[src/rtl/multicycle_ctrl_fsm_pkg.sv]
// Shared definitions for the multicycle RV32 control FSM: opcode constants,
// state encoding, datapath mux encodings, the opcode class vector and the
// per-state control word together with its state-to-control mapping.
package multicycle_ctrl_fsm_pkg;

  localparam logic [6:0] OP_R_TYPE = 7'b0110011;
  localparam logic [6:0] OP_I_TYPE = 7'b0010011;
  localparam logic [6:0] OP_LW     = 7'b0000011;
  localparam logic [6:0] OP_SW     = 7'b0100011;
  localparam logic [6:0] OP_BR     = 7'b1100011;
  localparam logic [6:0] OP_JAL    = 7'b1101111;
  localparam logic [6:0] OP_HALT   = 7'b1111111;

  typedef enum logic [3:0] {
    S_FETCH,
    S_DECODE,
    S_EXEC,
    S_ALUWB,
    S_MEMADDR,
    S_MEMRD,
    S_MEMWB,
    S_MEMWR,
    S_BRANCH,
    S_JAL,
    S_HALT
  } state_t;

  // ALU control classes
  localparam logic [1:0] ALU_ADD   = 2'b00;
  localparam logic [1:0] ALU_BR    = 2'b01;
  localparam logic [1:0] ALU_FUNCT = 2'b10;
  localparam logic [1:0] ALU_JAL   = 2'b11;

  // Register write-back source
  localparam logic [1:0] MTR_ALU  = 2'b00;
  localparam logic [1:0] MTR_MDR  = 2'b01;
  localparam logic [1:0] MTR_LINK = 2'b10;

  // ALU operand selects
  localparam logic [1:0] SRCA_PC    = 2'b00;
  localparam logic [1:0] SRCA_RS1   = 2'b01;
  localparam logic [1:0] SRCA_OLDPC = 2'b10;
  localparam logic [1:0] SRCB_RS2   = 2'b00;
  localparam logic [1:0] SRCB_FOUR  = 2'b01;
  localparam logic [1:0] SRCB_IMM   = 2'b10;

  // One-hot opcode class; exactly one bit is set for any opcode.
  typedef struct packed {
    logic r;
    logic i;
    logic ld;
    logic st;
    logic br;
    logic jal;
    logic halt;
    logic bad;
  } op_class_t;

  // Control word that depends on state alone. The fetch-accept strobes
  // (ir_write, fetch pc_write) and the store-accept retire depend on
  // mem_ready and are formed in the top level.
  typedef struct packed {
    logic       pc_write;
    logic       pc_write_br;
    logic       mem_read;
    logic       mem_write;
    logic       i_or_d;
    logic       reg_write;
    logic [1:0] mem_to_reg;
    logic [1:0] alu_src_a;
    logic [1:0] alu_src_b;
    logic [1:0] alu_op;
    logic       retire;
  } ctrl_t;

  // imm_b selects the immediate operand in S_EXEC (I-type) instead of rs2.
  function automatic ctrl_t state_ctrl(input state_t s, input logic imm_b);
    ctrl_t c;
    c = '0;
    case (s)
      S_FETCH: begin
        c.mem_read  = 1'b1;
        c.alu_src_a = SRCA_PC;
        c.alu_src_b = SRCB_FOUR;
        c.alu_op    = ALU_ADD;
      end
      S_DECODE: begin
        c.alu_src_a = SRCA_OLDPC;
        c.alu_src_b = SRCB_IMM;
        c.alu_op    = ALU_ADD;
      end
      S_EXEC: begin
        c.alu_src_a = SRCA_RS1;
        c.alu_src_b = imm_b ? SRCB_IMM : SRCB_RS2;
        c.alu_op    = ALU_FUNCT;
      end
      S_ALUWB: begin
        c.reg_write  = 1'b1;
        c.mem_to_reg = MTR_ALU;
        c.retire     = 1'b1;
      end
      S_MEMADDR: begin
        c.alu_src_a = SRCA_RS1;
        c.alu_src_b = SRCB_IMM;
        c.alu_op    = ALU_ADD;
      end
      S_MEMRD: begin
        c.mem_read = 1'b1;
        c.i_or_d   = 1'b1;
      end
      S_MEMWB: begin
        c.reg_write  = 1'b1;
        c.mem_to_reg = MTR_MDR;
        c.retire     = 1'b1;
      end
      S_MEMWR: begin
        c.mem_write = 1'b1;
        c.i_or_d    = 1'b1;
      end
      S_BRANCH: begin
        c.alu_src_a   = SRCA_RS1;
        c.alu_src_b   = SRCB_RS2;
        c.alu_op      = ALU_BR;
        c.pc_write_br = 1'b1;
        c.retire      = 1'b1;
      end
      S_JAL: begin
        c.pc_write   = 1'b1;
        c.reg_write  = 1'b1;
        c.mem_to_reg = MTR_LINK;
        c.alu_op     = ALU_JAL;
        c.retire     = 1'b1;
      end
      default: ;
    endcase
    return c;
  endfunction

endpackage

[src/rtl/multicycle_ctrl_fsm_if.sv]
// Control bus between the multicycle controller and its datapath.
//   master : the controller (takes opcode/mem_ready, drives strobes/status)
//   slave  : the datapath/memory side
// Signals: opcode (IR[6:0]), mem_ready, pc_write, pc_write_br, ir_write,
// mem_read, mem_write, i_or_d, reg_write, mem_to_reg, alu_src_a, alu_src_b,
// alu_op, retire, retired_cnt, halted, illegal.
interface multicycle_ctrl_fsm_if #(
  parameter int CNT_W   = 32,
  parameter int ALUOP_W = 2
);
  logic [6:0]         opcode;
  logic               mem_ready;
  logic               pc_write;
  logic               pc_write_br;
  logic               ir_write;
  logic               mem_read;
  logic               mem_write;
  logic               i_or_d;
  logic               reg_write;
  logic [1:0]         mem_to_reg;
  logic [1:0]         alu_src_a;
  logic [1:0]         alu_src_b;
  logic [ALUOP_W-1:0] alu_op;
  logic               retire;
  logic [CNT_W-1:0]   retired_cnt;
  logic               halted;
  logic               illegal;

  modport master (
    input  opcode, mem_ready,
    output pc_write, pc_write_br, ir_write, mem_read, mem_write, i_or_d,
           reg_write, mem_to_reg, alu_src_a, alu_src_b, alu_op, retire,
           retired_cnt, halted, illegal
  );

  modport slave (
    output opcode, mem_ready,
    input  pc_write, pc_write_br, ir_write, mem_read, mem_write, i_or_d,
           reg_write, mem_to_reg, alu_src_a, alu_src_b, alu_op, retire,
           retired_cnt, halted, illegal
  );
endinterface

[src/rtl/multicycle_ctrl_fsm_classifier.sv]
// Combinational opcode classifier.
//   opcode : IR[6:0]
//   cls    : one-hot class {r, i, ld, st, br, jal, halt, bad}
module opcode_classifier
  import multicycle_ctrl_fsm_pkg::*;
(
  input  logic [6:0] opcode,
  output op_class_t  cls
);

  always_comb begin
    // NOTE: default every combinational output before the case so that no
    // path leaves it unassigned and infers a latch.
    cls = '0;
    case (opcode)
      OP_R_TYPE: cls.r    = 1'b1;
      OP_I_TYPE: cls.i    = 1'b1;
      OP_LW:     cls.ld   = 1'b1;
      OP_SW:     cls.st   = 1'b1;
      OP_BR:     cls.br   = 1'b1;
      OP_JAL:    cls.jal  = 1'b1;
      OP_HALT:   cls.halt = 1'b1;
      default:   cls.bad  = 1'b1;
    endcase
  end

endmodule

[src/rtl/multicycle_ctrl_fsm.sv]
// Sequenced control FSM for the multicycle RV32 datapath.
//   clk   : rising-edge clock
//   reset : synchronous, active-high
//   bus   : controller side of the control bus (opcode/mem_ready in,
//           strobes, mux selects, retire, retired_cnt, halted, illegal out)
// Parameters: MEM_HANDSHAKE (1: memory states wait for mem_ready),
// CNT_W (retired counter width), ALUOP_W (alu_op width, >= 2).
module multicycle_ctrl_fsm #(
  parameter int MEM_HANDSHAKE = 1,
  parameter int CNT_W         = 32,
  parameter int ALUOP_W       = 2
) (
  input logic                 clk,
  input logic                 reset,
  multicycle_ctrl_fsm_if.master bus
);
  import multicycle_ctrl_fsm_pkg::*;

  state_t           state;
  state_t           next_state;
  ctrl_t            ctrl_q;
  logic [CNT_W-1:0] retired_cnt;
  logic             halted;
  logic             illegal;
  op_class_t        cls;
  logic             ready_eff;
  logic             fetch_accept;
  logic             retire_w;

  opcode_classifier u_classifier (
    .opcode (bus.opcode),
    .cls    (cls)
  );

  assign ready_eff    = (MEM_HANDSHAKE == 0) ? 1'b1 : bus.mem_ready;
  assign fetch_accept = (state == S_FETCH) && ready_eff;
  // Stores retire in the cycle memory accepts the write, not on a later state.
  assign retire_w     = ctrl_q.retire || ((state == S_MEMWR) && ready_eff);

  always_comb begin
    next_state = state;
    case (state)
      S_FETCH:   if (ready_eff) next_state = S_DECODE;
      S_DECODE: begin
        if (cls.r || cls.i)          next_state = S_EXEC;
        else if (cls.ld || cls.st)   next_state = S_MEMADDR;
        else if (cls.br)             next_state = S_BRANCH;
        else if (cls.jal)            next_state = S_JAL;
        else if (cls.halt || cls.bad) next_state = S_HALT;
      end
      S_EXEC:    next_state = S_ALUWB;
      S_MEMADDR: next_state = cls.ld ? S_MEMRD : S_MEMWR;
      S_MEMRD:   if (ready_eff) next_state = S_MEMWB;
      S_MEMWR:   if (ready_eff) next_state = S_FETCH;
      S_ALUWB, S_MEMWB, S_BRANCH, S_JAL: next_state = S_FETCH;
      S_HALT:    next_state = S_HALT;
      default:   next_state = S_FETCH;
    endcase
  end

  // The control word is registered from the state being entered, so each
  // state's outputs come straight from flops.
  always_ff @(posedge clk) begin
    // NOTE: sequential state uses non-blocking assignments so every register
    // samples pre-edge values regardless of statement order.
    if (reset) begin
      state       <= S_FETCH;
      ctrl_q      <= state_ctrl(S_FETCH, 1'b0);
      retired_cnt <= '0;
      halted      <= 1'b0;
      illegal     <= 1'b0;
    end else begin
      state  <= next_state;
      ctrl_q <= state_ctrl(next_state, cls.i);
      if (retire_w) retired_cnt <= retired_cnt + CNT_W'(1);
      if (next_state == S_HALT) halted <= 1'b1;
      if ((state == S_DECODE) && cls.bad) illegal <= 1'b1;
    end
  end

  // While reset is high every control output is held at 0, even before the
  // reset edge has returned the state to S_FETCH.
  assign bus.pc_write    = !reset && (ctrl_q.pc_write || fetch_accept);
  assign bus.ir_write    = !reset && fetch_accept;
  assign bus.pc_write_br = !reset && ctrl_q.pc_write_br;
  assign bus.mem_read    = !reset && ctrl_q.mem_read;
  assign bus.mem_write   = !reset && ctrl_q.mem_write;
  assign bus.i_or_d      = !reset && ctrl_q.i_or_d;
  assign bus.reg_write   = !reset && ctrl_q.reg_write;
  assign bus.retire      = !reset && retire_w;
  assign bus.mem_to_reg  = reset ? 2'b00 : ctrl_q.mem_to_reg;
  assign bus.alu_src_a   = reset ? 2'b00 : ctrl_q.alu_src_a;
  assign bus.alu_src_b   = reset ? 2'b00 : ctrl_q.alu_src_b;
  assign bus.alu_op      = reset ? '0 : ALUOP_W'(ctrl_q.alu_op);
  assign bus.retired_cnt = retired_cnt;
  assign bus.halted      = halted;
  assign bus.illegal     = illegal;

endmodule
[src/flat_wrapper.sv]
// flat-port wrapper written by rule: the top's interface ports become plain ports
module multicycle_ctrl_fsm_flat import multicycle_ctrl_fsm_pkg::*;
#(
  parameter int MEM_HANDSHAKE = 1,
  parameter int CNT_W         = 32,
  parameter int ALUOP_W       = 2
)
  (clk, reset, bus_opcode, bus_mem_ready, bus_pc_write, bus_pc_write_br, bus_ir_write, bus_mem_read, bus_mem_write, bus_i_or_d, bus_reg_write, bus_mem_to_reg, bus_alu_src_a, bus_alu_src_b, bus_alu_op, bus_retire, bus_retired_cnt, bus_halted, bus_illegal);
  multicycle_ctrl_fsm_if #(.CNT_W(CNT_W), .ALUOP_W(ALUOP_W)) bus_i ();
  input logic clk;
  input logic reset;
  input wire logic [$bits(bus_i.opcode)-1:0] bus_opcode;
  input wire logic [$bits(bus_i.mem_ready)-1:0] bus_mem_ready;
  output wire logic [$bits(bus_i.pc_write)-1:0] bus_pc_write;
  output wire logic [$bits(bus_i.pc_write_br)-1:0] bus_pc_write_br;
  output wire logic [$bits(bus_i.ir_write)-1:0] bus_ir_write;
  output wire logic [$bits(bus_i.mem_read)-1:0] bus_mem_read;
  output wire logic [$bits(bus_i.mem_write)-1:0] bus_mem_write;
  output wire logic [$bits(bus_i.i_or_d)-1:0] bus_i_or_d;
  output wire logic [$bits(bus_i.reg_write)-1:0] bus_reg_write;
  output wire logic [$bits(bus_i.mem_to_reg)-1:0] bus_mem_to_reg;
  output wire logic [$bits(bus_i.alu_src_a)-1:0] bus_alu_src_a;
  output wire logic [$bits(bus_i.alu_src_b)-1:0] bus_alu_src_b;
  output wire logic [$bits(bus_i.alu_op)-1:0] bus_alu_op;
  output wire logic [$bits(bus_i.retire)-1:0] bus_retire;
  output wire logic [$bits(bus_i.retired_cnt)-1:0] bus_retired_cnt;
  output wire logic [$bits(bus_i.halted)-1:0] bus_halted;
  output wire logic [$bits(bus_i.illegal)-1:0] bus_illegal;
  assign bus_i.opcode = bus_opcode;
  assign bus_i.mem_ready = bus_mem_ready;
  assign bus_pc_write = bus_i.pc_write;
  assign bus_pc_write_br = bus_i.pc_write_br;
  assign bus_ir_write = bus_i.ir_write;
  assign bus_mem_read = bus_i.mem_read;
  assign bus_mem_write = bus_i.mem_write;
  assign bus_i_or_d = bus_i.i_or_d;
  assign bus_reg_write = bus_i.reg_write;
  assign bus_mem_to_reg = bus_i.mem_to_reg;
  assign bus_alu_src_a = bus_i.alu_src_a;
  assign bus_alu_src_b = bus_i.alu_src_b;
  assign bus_alu_op = bus_i.alu_op;
  assign bus_retire = bus_i.retire;
  assign bus_retired_cnt = bus_i.retired_cnt;
  assign bus_halted = bus_i.halted;
  assign bus_illegal = bus_i.illegal;
  multicycle_ctrl_fsm #(.MEM_HANDSHAKE(MEM_HANDSHAKE), .CNT_W(CNT_W), .ALUOP_W(ALUOP_W)) u_core (.clk(clk), .reset(reset), .bus(bus_i));
endmodule
[config.mk]
export PLATFORM = sky130hd
export DESIGN_NAME = multicycle_ctrl_fsm_flat
export DESIGN_NICKNAME = d
export VERILOG_FILES = /design/src/rtl/multicycle_ctrl_fsm_pkg.sv /design/src/rtl/multicycle_ctrl_fsm_if.sv /design/src/rtl/multicycle_ctrl_fsm_classifier.sv /design/src/rtl/multicycle_ctrl_fsm.sv /design/src/flat_wrapper.sv
export SDC_FILE = /design/constraint.sdc
export NUM_CORES = 1
export LEC_CHECK = 0
export BUFFER_PORTS_ARGS = -buffer_cell sky130_fd_sc_hd__buf_2
export CAP_MARGIN = 20
export CELL_PAD_IN_SITES_DETAIL_PLACEMENT = 0
export CELL_PAD_IN_SITES_GLOBAL_PLACEMENT = 1
export CORE_MARGIN = 3
export CORE_UTILIZATION = 36
export DETAILED_ROUTE_END_ITERATION = 7
export PLACE_DENSITY_LB_ADDON = 0.1
export SLEW_MARGIN = 20
export SYNTH_ARGS = -nofsm -noshare
export SYNTH_HDL_FRONTEND = slang
export SYNTH_SLANG_ARGS = --single-unit
[constraint.sdc]
create_clock -name clk -period 1.7 [get_ports clk]
set_input_delay 0.085 -clock clk [delete_from_list [all_inputs] [get_ports clk]]
set_output_delay 0.085 -clock clk [all_outputs]
set_load 0.01 [all_outputs]
## After elaboration in Yosys (flattened, before gate mapping)

Index checks and enable logic that the tools add are counted.

- Register bits after elaboration: 53
- Bits in latches: 0
- Bits in writable memories: 0
- Bits in read-only memories: 0
- Input bits: 10
- Output and inout bits: 50
- Memories kept: 0

- $add $sub $neg: 1
- Multiply operators: 0
- Divide/modulo/power cells: 0
- Magnitude comparators: 0
- Equal/unequal tests: 23
- Shift operators: 0
- Multiplexer cells: 32
- Bitwise operators: 0
- Reductions and logical operators: 23

Operators by type and width:

| kind | number |
|---|---|
| 32-bit by 1-bit adder with 32-bit output, second input constant | 1 |
| 4-bit 2-to-1 mux | 8 |
| 4-bit by 3-bit == test with 1-bit output, second input constant | 7 |
| 4-bit one-hot mux with 7 select lines | 1 |
| 7-bit == test, second input constant | 3 |
| 4-bit one-hot mux with 5 select lines | 1 |
| 4-bit == test, second input constant | 4 |
| 7-bit by 6-bit == test with 1-bit output, second input constant | 2 |
| 1-bit 2-to-1 mux | 14 |
| 4-bit by 2-bit == test with 1-bit output, second input constant | 3 |
| 2-bit 2-to-1 mux | 6 |
| 1-bit logical AND | 11 |
| 3-bit one-hot mux with 3 select lines | 1 |
| 4-bit by 1-bit == test with 1-bit output, second input constant | 2 |
| 4-bit zero test | 2 |
| 7-bit by 2-bit == test with 1-bit output, second input constant | 1 |
| 7-bit by 5-bit == test with 1-bit output, second input constant | 1 |
| 7-bit OR reduction | 1 |
| 2-bit one-hot mux with 3 select lines | 1 |
| 1-bit logical OR | 5 |
| 2-bit OR reduction | 2 |
| 4-bit OR reduction | 1 |
| 1-bit zero test | 1 |

## Depth between registers and ports, before layout

- Depth after elaboration: 13
- Depth in mapped cells: 7
- Mapped depth without buffers: 5

## Modules after synthesis

From an unflattened synthesis, not the netlist that was laid out.

- Cells, all modules: 325
- Area total of the unflattened synthesis: 2626.3 µm²

Modules (own cells, without submodules):

| module | times used | cells an instance | area each (µm²) | seq. area each (µm²) |
|---|---|---|---|---|
| multicycle_ctrl_fsm | 1 | 308 | 2529.9 | 1041.0 |
| opcode_classifier | 1 | 17 | 96.3 | 0.0 |

## Worst setup path after synthesis

OpenSTA, ideal clock, no wires.

- Path type: register -> register
- Start: register u_core.retired_cnt[0] (netlist: u_core.bus.retired_cnt[0])
- End: register u_core.retired_cnt[30] (netlist: u_core.bus.retired_cnt[30])
- Library setup time: 71 ps
- Arrival: 1696 ps
- Data required time: 1629 ps
- Slack: -67 ps
- Stages on the path, launching flop included: 7
- Buffers on the path: 1
- Path through: dfxtp_1 ha_1 and2_1 clkbuf_1 nand2_2 or4_1 a21oi_1

- Word-level cells in the longest chain between the ends: 1

RTL lines:

| what | line | text |
|---|---|---|
| start, declared | multicycle_ctrl_fsm.sv:22 | `logic [CNT_W-1:0] retired_cnt;` |
| start signal, assigned | multicycle_ctrl_fsm.sv:75 | `if (retire_w) retired_cnt <= retired_cnt + CNT_W'(1);` |
| 32-bit by 1-bit adder with 32-bit output | multicycle_ctrl_fsm.sv:75 |  |

No other way between the ends.
A chain may end at the register's enable or synchronous reset.

## Worst setup path in the final report

- Start: register u_core.state[1]
- End: register u_core.ctrl_q[0] (netlist name)

- Word-level cells in the longest chain between the ends: 9
- Elaborated cells on any way between the ends: 22
- Those cells by class: eq/ne: 10; mux: 10; reduce/logical: 2

RTL lines:

| what | line | text |
|---|---|---|
| start, declared | multicycle_ctrl_fsm.sv:19 | `state_t state;` |
| start signal, assigned | multicycle_ctrl_fsm.sv:73 | `state <= next_state;` |
| 4-bit 2-to-1 mux | multicycle_ctrl_fsm.sv:49 | `else if (cls.halt \|\| cls.bad) next_state = S_HALT;` |
| 4-bit 2-to-1 mux | multicycle_ctrl_fsm.sv:48 | `else if (cls.jal) next_state = S_JAL;` |
| 4-bit 2-to-1 mux | multicycle_ctrl_fsm.sv:47 | `else if (cls.br) next_state = S_BRANCH;` |
| 4-bit 2-to-1 mux | multicycle_ctrl_fsm.sv:46 | `else if (cls.ld \|\| cls.st) next_state = S_MEMADDR;` |
| 4-bit 2-to-1 mux | multicycle_ctrl_fsm.sv:45 | `if (cls.r \|\| cls.i) next_state = S_EXEC;` |
| 4-bit one-hot mux with 7 select lines (*) | multicycle_ctrl_fsm.sv:42 | `case (state)` |
| 4-bit by 2-bit == test with 1-bit output, or another cell as far along | multicycle_ctrl_fsm_pkg.sv:80 | `case (s)` |
| 4-bit OR reduction (no source line) (*) | -- |  |
| 1-bit 2-to-1 mux (*) | multicycle_ctrl_fsm_pkg.sv:80 |  |
| end signal, assigned | multicycle_ctrl_fsm.sv:68 | `ctrl_q <= state_ctrl(S_FETCH, 1'b0);` |
| end signal, assigned | multicycle_ctrl_fsm.sv:74 | `ctrl_q <= state_ctrl(next_state, cls.i);` |
| end, declared | multicycle_ctrl_fsm.sv:21 | `ctrl_t ctrl_q;` |

Mark *: on every way between the ends. The rest lies on a longest branch, timed or not.

==> metrics.yaml <==
pwr:
  peakVddDrop_v: 0.000396
  power.leakage_uw: 0.00166
  total_power_uw: 2580
  power_per_cell_area_nw_per_um2: 673
die:
  coreArea_um2: 6940
  dieWidth_um: 91.5
  io_pins: 60
  die_y_um: 91.5
  initial_core_util_pct: 37.9
  die_area_um2: 8380
  std_cell_rows: 30
critical_path:
  crit_path_end_kind: "flip-flop"
  cp_slowest_cell: "or3b_4"
  worst_setup_path_start_kind: "flip-flop"
  path_cells: "or3b_4, o21bai_4, a21oi_4, buf_6, o21ai_1, a21oi_1"
  crit_path_max_fanout: 6
  path_class: "reg2reg"
  cp_top_family: "compound AO/OA/AOI/OAI gates"
  max_stage_delay_ps: 440
  cp.required_ps: 1940
  crit_buf_inv: 1
  worstPathArrival_ps: 1950
detailed_routing:
  vias: 2640
  drt_iter0_drc: 101
  drc: 0
  via_per_inst: 5.12
  wirelength_um: 7230
  wl_per_cell_um: 14.0
  dr.pass1.iters: 4
  drtAntennaViolNets: 0
final_layout:
  fillers: 686
  nets: 430
  area.growth.synth_to_final_pct: 45.5
  n_antenna_cell: 0
  drive_gt1_share_pct: 45.5
  fin_area_um2: 3830
  finalNonFillerCells: 516
grt:
  grt_max_degree: 29
  antenna_found_initial: 0
  overflow: 0
  grt_pass1_vias: 2407
  grt_util_all_layers_pct: 17.0
  grt_pass1_wl_um: 11700
flow_run:
  cap_viol_max_count: 0
timing:
  period_minus_slack_ps: 1710
  worstMarginPinSlew_ps: 370
  slew_violations: 0
  fin_skew_ps: 3.91
  fmax_mhz: 585
  relSlewSlack_pct: 75.2
  setup_violations: 1
  finalHoldViolCount: 0
  finalCritPeriodShare_pct: 101
  fin_hold_ws_ps: 39.1
  rsz0062_at_grt: "true"
  finalWorstSetupSlack_ps: -9.82
synthesis:
  yosysSeqAreaShare_pct: 39.5
  ys_types: 57
  synth_async_sr_flop_share_pct: 0
  ys.flop_type: "dfxtp_1"
  yosys_warnings: 0
  netlist_instances: 301
  synth.avg_cell_area_um2: 8.75
  synth_area_leaders: "dfxtp_1, a21oi_1, nor2_1"
  synthTopCellsByCount: "dfxtp_1, nor2_1, a21oi_1"
  synth_edf_count: 0
  yosysTopAreaCellShare_pct: 39.5
  syn_nets: 312
  synth_seq_cells: 52
  yosysMostFrequentCell: "dfxtp_1"
  synth_top_cell_by_area: "dfxtp_1"
  synth_area_um2: 2630
min_path:
  hold_class: "in2reg"
placed_design:
  dp_hpwl_um: 5010
  dpl.cell_count: 494
  place_congestion: 0.775
  portBuffers: 59
  postPlaceCellArea_um2: 3370
cts:
  cts_tree: "built"
  worst_skew_pair.late_latency_ps: 310
  hold_buffers: 0
  clk_path_buf_depth: 2
  root_buffer: "clkbuf_8"
  cts_buffers: 5
  cts_sinks: 52
  clk_pin_slew_ps: 100
  htreeDepth: 2
outcome:
  violations: "negative setup slack"
  status: "finished with violations"
[report_power, final]
group          total (uW)  switching, uW  internal (uW)
clock network         733            441            293
logic                 551            277            275
registers            1290           32.1           1260
total                2580            749           1830
[cells by family (layout without fill, tap and decap cells)]
family / after synthesis / count (layout) / synth area share [%]
flip-flops: 52 / 52 / 39.5
adder cells (fa/ha/maj): 1 / 1 / 0.475
AO/OA/AOI/OAI: 61 / 61 / 15.3
multiplexers: 3 / 3 / 1.19
AND/OR/NAND/NOR: 142 / 143 / 33.0
XOR/XNOR: 19 / 19 / 6.32
buffers and inverters: 23 / 141 / 4.18
[routing by layer]
layer	GRT usage, %	share of wire, %	vias up
met4	4.15	1.1	0
met5	0	0	-
met2	26.2	45	58
met1	23.9	50	1244
met3	4.23	4.7	9
li1	-	-	1329
[final cells by class]
type / instances / area [um^2] / area share (%)
Inverter: 7 / 26.3 / 0.686
Sequential cell: 52 / 1060 / 27.7
Timing Repair Buffer: 126 / 835 / 21.8
Tap cell: 96 / 120 / 3.14
Clock inverter: 3 / 23.8 / 0.621
Clock buffer: 5 / 68.8 / 1.80
Multi-Input combinational cell: 227 / 1700 / 44.3
[path summary, 6_finish.rpt]
| path | slack, ps | cells past startpoint | end | from |
|---|---|---|---|---|
| setup reg to reg | -10 | 6 | u_core.ctrl_q[0] | u_core.state[1] |
| hold / removal | 40 | 2 | u_core.ctrl_q[4] | bus_opcode[5] |
| hold reg to reg | 460 | 2 | u_core.bus.illegal | u_core.bus.illegal |
| setup / recovery | -10 | 6 | u_core.ctrl_q[0] | u_core.state[1] |
[metrics by stage]
step | setup slack [ps] | setup TNS (ps) | utilization (%)
finish | -9.82 | -9.82 | 55.2
floorplan | 5.26 | 0 | -
global route | -51.2 | -285 | 55.2
CTS | 4.46 | 0 | 53.2
global placement | -161 | -1870 | 48.5
detailed placement | -189 | -3110 | 48.5
[placed cells by master, fill, tap and decap left out, types with 3 or more instances in the layout]
cell      synthesis  routed
buf_4             3      59
buf_2             4      58
dfxtp_1          52      43
nor2_1           28      25
a21oi_1          21      18
nor2b_1          15      15
o21ai_0          17      15
nand2_1          16      13
nand3_1          12      12
xnor2_1          11      10
or3_1             9       9
buf_6             1       9
xor2_1            8       8
inv_1             7       6
and2_1            7       6
nand4b_1          5       5
and3_1            7       5
clkbuf_8          0       5
dfxtp_2           0       5
or2_2             4       4
nor3_1            4       4
nand4_1           4       4
dfxtp_4           0       4
a21oi_2           1       3
nor2_4            0       3
nand2_2           1       3
nand4_2           2       3
and4_1            5       3
o31ai_1           3       3
[registers in the layout, summed over array words and instances (netlist names)]
name and flops:
u_core.ctrl_q 14, u_core.state 4, u_core.bus.illegal 1, u_core.bus.halted 1
u_core.bus.retired_cnt 32
[repair_timing]
action,in CTS,in global routing
setup buffers,14,1
hold endpoints to repair,0,0
pin swaps,9,13
cloned,2,0
endpoints found under the setup margin,37,24
resized for setup,28,38
No activity file was read; power rests on OpenSTA's default activity.
